$ cat src/rtl/cs_loader.sv
// Boot-time control-store loader: copies every EPROM word into the microcode RAM, then raises cs_ready.
// Optional read-back verify pass is compiled in by defining CS_VERIFY_EN.
module cs_loader #(
  parameter int ADDR_WIDTH  = 8,
  parameter int DATA_WIDTH  = 64,
  parameter int ROM_LATENCY = 1
) (
  input  logic                  clk,
  input  logic                  _reset,
  input  logic                  reload,
  output logic [ADDR_WIDTH-1:0] rom_addr,
  input  logic [DATA_WIDTH-1:0] rom_data,
  output logic [ADDR_WIDTH-1:0] ram_addr,
  output logic [DATA_WIDTH-1:0] ram_data,
  output logic                  ram__w,
  input  logic [DATA_WIDTH-1:0] ram_rd_data,
  output logic                  cs_ready,
  output logic                  busy,
  output logic                  verify_err,
  output logic [ADDR_WIDTH-1:0] err_addr
);

  localparam int LAT_W = (ROM_LATENCY > 1) ? $clog2(ROM_LATENCY) : 1;
  localparam logic [LAT_W-1:0] LAT_LAST = LAT_W'(ROM_LATENCY - 1);

  typedef enum logic [2:0] {
    S_FETCH   = 3'd0,
    S_WRITE   = 3'd1,
    S_RECOVER = 3'd2,
    S_DONE    = 3'd3,
    S_VFETCH  = 3'd4,
    S_VCHECK  = 3'd5,
    S_FAIL    = 3'd6
  } state_t;

`ifdef CS_VERIFY_EN
  localparam state_t COPY_END = S_VFETCH;
`else
  localparam state_t COPY_END = S_DONE;
`endif

  state_t                state_r, state_s;
  logic [ADDR_WIDTH-1:0] addr_r, addr_s;
  logic [LAT_W-1:0]      lat_r, lat_s;
  logic [DATA_WIDTH-1:0] data_r, data_s;
  logic                  ram_w_r, ram_w_s;
  logic                  ready_r, ready_s;
  logic                  busy_r, busy_s;
  logic                  verr_r, verr_s;
  logic [ADDR_WIDTH-1:0] eaddr_r, eaddr_s;
  logic                  lat_last_s;
  logic                  addr_last_s;

  assign lat_last_s  = (lat_r == LAT_LAST);
  // Terminal count is checked before incrementing, so the counter never wraps mid-pass.
  assign addr_last_s = &addr_r;

`ifdef CS_VERIFY_EN
  logic mismatch_s;
  assign mismatch_s = (ram_rd_data != data_r);
`else
  logic unused_rd_data_s;
  assign unused_rd_data_s = ^ram_rd_data;
`endif

  assign rom_addr   = addr_r;
  assign ram_addr   = addr_r;
  assign ram_data   = data_r;
  assign ram__w     = ram_w_r;
  assign cs_ready   = ready_r;
  assign busy       = busy_r;
  assign verify_err = verr_r;
  assign err_addr   = eaddr_r;

  // State register plus all registered outputs.
  always_ff @(posedge clk) begin
    if (!_reset) begin
      state_r <= S_FETCH;
      addr_r  <= '0;
      lat_r   <= '0;
      data_r  <= '0;
      ram_w_r <= 1'b1;
      ready_r <= 1'b0;
      busy_r  <= 1'b1;
      verr_r  <= 1'b0;
      eaddr_r <= '0;
    end else begin
      state_r <= state_s;
      addr_r  <= addr_s;
      lat_r   <= lat_s;
      data_r  <= data_s;
      ram_w_r <= ram_w_s;
      ready_r <= ready_s;
      busy_r  <= busy_s;
      verr_r  <= verr_s;
      eaddr_r <= eaddr_s;
    end
  end

  // Next-state logic.
  always_comb begin
    state_s = state_r;
    case (state_r)
      S_FETCH:   state_s = lat_last_s ? S_WRITE : S_FETCH;
      S_WRITE:   state_s = S_RECOVER;
      S_RECOVER: state_s = addr_last_s ? COPY_END : S_FETCH;
      S_DONE:    state_s = reload ? S_FETCH : S_DONE;
`ifdef CS_VERIFY_EN
      S_VFETCH:  state_s = lat_last_s ? S_VCHECK : S_VFETCH;
      S_VCHECK: begin
        if (mismatch_s) begin
          state_s = S_FAIL;
        end else if (addr_last_s) begin
          state_s = S_DONE;
        end else begin
          state_s = S_VFETCH;
        end
      end
      S_FAIL:    state_s = S_FAIL;
`endif
      default:   state_s = S_FETCH;
    endcase
  end

  // Next values of the datapath and of the registered strobes, decoded from the next state.
  always_comb begin
    addr_s  = addr_r;
    lat_s   = lat_r;
    data_s  = data_r;
    verr_s  = verr_r;
    eaddr_s = eaddr_r;
    ram_w_s = (state_s != S_WRITE);
    ready_s = (state_s == S_DONE);
    busy_s  = (state_s != S_DONE) && (state_s != S_FAIL);
    case (state_r)
      S_FETCH, S_VFETCH: begin
        if (lat_last_s) begin
          lat_s  = '0;
          data_s = rom_data;
        end else begin
          lat_s  = lat_r + 1'b1;
        end
      end
      S_RECOVER: begin
        if (addr_last_s) begin
          addr_s = '0;
        end else begin
          addr_s = addr_r + 1'b1;
        end
      end
`ifdef CS_VERIFY_EN
      S_VCHECK: begin
        if (mismatch_s) begin
          verr_s  = 1'b1;
          eaddr_s = addr_r;
        end else if (addr_last_s) begin
          addr_s  = '0;
        end else begin
          addr_s  = addr_r + 1'b1;
        end
      end
`endif
      S_DONE:  addr_s = '0;
      default: addr_s = addr_r;
    endcase
  end

endmodule

$ cat config.mk
export PLATFORM = sky130hd
export DESIGN_NAME = cs_loader
export DESIGN_NICKNAME = d
export VERILOG_FILES = /design/src/rtl/cs_loader.sv
export SDC_FILE = /design/constraint.sdc
export NUM_CORES = 1
export LEC_CHECK = 0
export ABC_AREA = 1
export BUFFER_PORTS_ARGS = -buffer_cell sky130_fd_sc_hd__buf_2
export CELL_PAD_IN_SITES_DETAIL_PLACEMENT = 0
export CELL_PAD_IN_SITES_GLOBAL_PLACEMENT = 1
export CORE_UTILIZATION = 26
export CTS_CLUSTER_SIZE = 16
export DETAILED_ROUTE_END_ITERATION = 16
export GPL_TIMING_DRIVEN = 1
export PLACE_DENSITY_LB_ADDON = 0.12
export SETUP_SLACK_MARGIN = 0.5
export SYNTH_ARGS = -nofsm -noshare
export SYNTH_HDL_FRONTEND = slang
export SYNTH_SLANG_ARGS = --single-unit
$ cat constraint.sdc
create_clock -name clk -period 1.61 [get_ports clk]
set_input_delay 0.0805 -clock clk [delete_from_list [all_inputs] [get_ports clk]]
set_output_delay 0.0805 -clock clk [all_outputs]
set_load 0.005 [all_outputs]
==> metrics.txt <==
Fin. Hold Viols=0; Design Power=roughly 4.9 mW; Placed Instance Area=0.00371 sq mm; Iteration-0 DRC Markers=107; Horiz. Die Dim=108 um; count of different cell masters after synthesis=20; largest area contributor in the netlist=dfxtp_1; Num CTS Buffers=9; Pleak=about 2.4 nW; ratio of cells with drive above 1 in the final layout=0.383; Hold Crit Class=primary input to register; Worst Path Required=1.89 ns; Tmin final=approximately 1.2 ns; CP endpoint kind=register; Setup CP Type=register to register; initial antenna violation count=0; outcome=finished clean; n_diodes=0; final core occ=0.450; Clock Tree Buf Depth=2; Starting Density=0.267; Avg Cell Area, Syn=7.74 sq um; Final GP Congestion=0.720; Finished Cell Area=just under 0.005 sq mm; gr usage total=0.151; router iterations before antenna repair=4; Final period util=0.722; part of the Yosys area used for sequential elements=0.530; Yosys reg bits=77; Syn Inst Count=376; setup TNS=0 ns; # nets final=730; Synth Warn #=0; largest net degree at the start of global routing=38; dpl cells=between 600 and 700; clk_lat worst skew=0.34 ns; vias=between 3000 and 4000; setup repair after global routing missed its margin=yes; Finished Layout Cells=approximately 740; routed len/inst=between 10 and 15 um; Core Area=roughly 0.011 sq mm; worst hold slack=between 0.08 and 0.09 ns; CTS sink cnt=just under 80; I/O Buffers=149; Worst-path clk slew=about 0.08 ns; reg2reg setup slack=about 0.45 ns; first-pass GRT wire length=between 10000 and 15000 um; DP Worst Slack=0.225 ns; CTS tree=yes; Setup WS post-layout=approximately 0.45 ns; Final Setup Violations=0; worst path arrival time=between 1 and 1.5 ns; # IOs=223; H-Tree Depth=3; Synth top area share=0.530; Max Transition Viols Final=0; vias in the first global route=about 3000; top cells by area in the synthesized netlist=dfxtp_1 53%, nor2_1 18%, o21ai_0 7.4%, buf_4 4.6%, o21ai_1 4.1%; chip height=roughly 110 um; die area=between 0.01 and 0.015 sq mm; synthesized area=between 0.002 and 0.003 sq mm; clock skew=between 0.01 and 0.015 ns; fmax=~860 MHz; Antenna Violating Nets Remaining=0; Root Buffer=clkbuf_8; Crit Path Max Fanout=15; Post-DP HPWL=between 5000 and 6000 um; total wire length=about 8900 um; row count=38; max cap viols=0; vias per cell=between 4 and 5; Startpoint Class=register; Layout area overhead=68.5%; DRC Markers=0; VDD IR max=between 0.5 and 0.6 mV; GR Overflow Total=0; P per Cell Area=998 mW/mm^2; fillers=~1100
[cell usage after synthesis, drive strengths merged]
master / instances
nor2: 139
dfxtp: 77
o21ai: 67
buf: 29
nand2: 23
inv: 11
nand3: 10
clkbuf: 8
a21oi: 7
conb: 1
ha: 1
nand3b: 1
nand4: 1
nor3b: 1
[cell families after synthesis]
| logic type | after synthesis | synth area share |
|---|---|---|
| flops | 77 | 0.530 |
| compound gates | 74 | 0.127 |
| other cells | 1 | 0.00129 |
| simple gates | 175 | 0.237 |
| buf+inv | 48 | 0.101 |
| fa+ha+maj | 1 | 0.00430 |
[final cells by class]
class                   instances  area, sq um  area share
inverters                      11         43.8     0.00893
well taps                     140          175      0.0357
flip-flops and latches         77         1560       0.319
repair buffers                240         1700       0.346
multi-input cells             259         1210       0.247
clock buffers                  11          151      0.0309
clock inverters                 5         58.8      0.0120
[routing by layer]
layer,part of all wire,track usage,vias up
met2,0.48,0.259,89
li1,-,-,1615
met3,0.061,0.0527,5
met5,0,0,-
met1,0.45,0.175,1433
met4,0.0051,0.0470,0
[path summary, 6_finish.rpt]
check,startpoint,depth (start not counted),endpoint
setup / recovery,state_r[1],5,ram_data[14]
hold / removal,_reset,3,ram_addr[1]
setup reg to reg,state_r[1],5,ram_data[14]
hold reg to reg,ram_data[55],2,ram_data[55]
[critical path, stage by stage, from the launching register on]
cell and delay (ns):
dfxtp_4 0.37, nor2_4 0.22, buf_4 0.17, clkbuf_16 0.17, o21ai_0 0.08, nor2_1 0.09
[layout by cell type, fill, tap and decap left out, types with 2 or more instances in the layout]
| cell | Yosys | routed |
|---|---|---|
| dlygate4sd3_1 | 0 | 64 |
| nor2_4 | 1 | 3 |
| o21ai_1 | 24 | 23 |
| conb_1 | 1 | 9 |
| nor2_1 | 137 | 126 |
| nand2_1 | 23 | 19 |
| inv_2 | 3 | 3 |
| buf_12 | 0 | 3 |
| nand3_2 | 0 | 4 |
| buf_6 | 5 | 3 |
| clkbuf_8 | 0 | 11 |
| clkinvlp_4 | 0 | 2 |
| a21oi_1 | 7 | 4 |
| dfxtp_4 | 0 | 5 |
| nor2_2 | 1 | 10 |
| buf_4 | 18 | 17 |
| o21ai_0 | 43 | 43 |
| dfxtp_2 | 0 | 3 |
| clkbuf_16 | 0 | 3 |
| a21oi_2 | 0 | 3 |
| dfxtp_1 | 77 | 69 |
| nand2_2 | 0 | 4 |
| nand3_1 | 10 | 5 |
| inv_1 | 8 | 7 |
| buf_2 | 6 | 149 |
[power breakdown]
| part | total [mW] | internal [mW] | switching, mW |
|---|---|---|---|
| Combinational | 1.14 | 0.584 | 0.560 |
| Sequential | 2.23 | 2.12 | 0.107 |
| Clock | 1.52 | 0.801 | 0.722 |
[flip-flops by register name, indices dropped and copies added, names as in the netlist]
| signal | flops |
|---|---|
| ram_addr | 8 |
| ram_data | 64 |
| cs_ready | 1 |
| busy | 1 |
| state_r | 2 |
| ram__w | 1 |
[timing repair]
action,4_1_cts,5_1_grt
gates cloned,0,3
setup buffers,5,10
gates resized for setup,16,34
pin swaps,6,11
hold endpoints to repair,64,0
hold buffers,64,0
endpoints found under the setup margin,74,74
(Power assumes the default switching activity.)
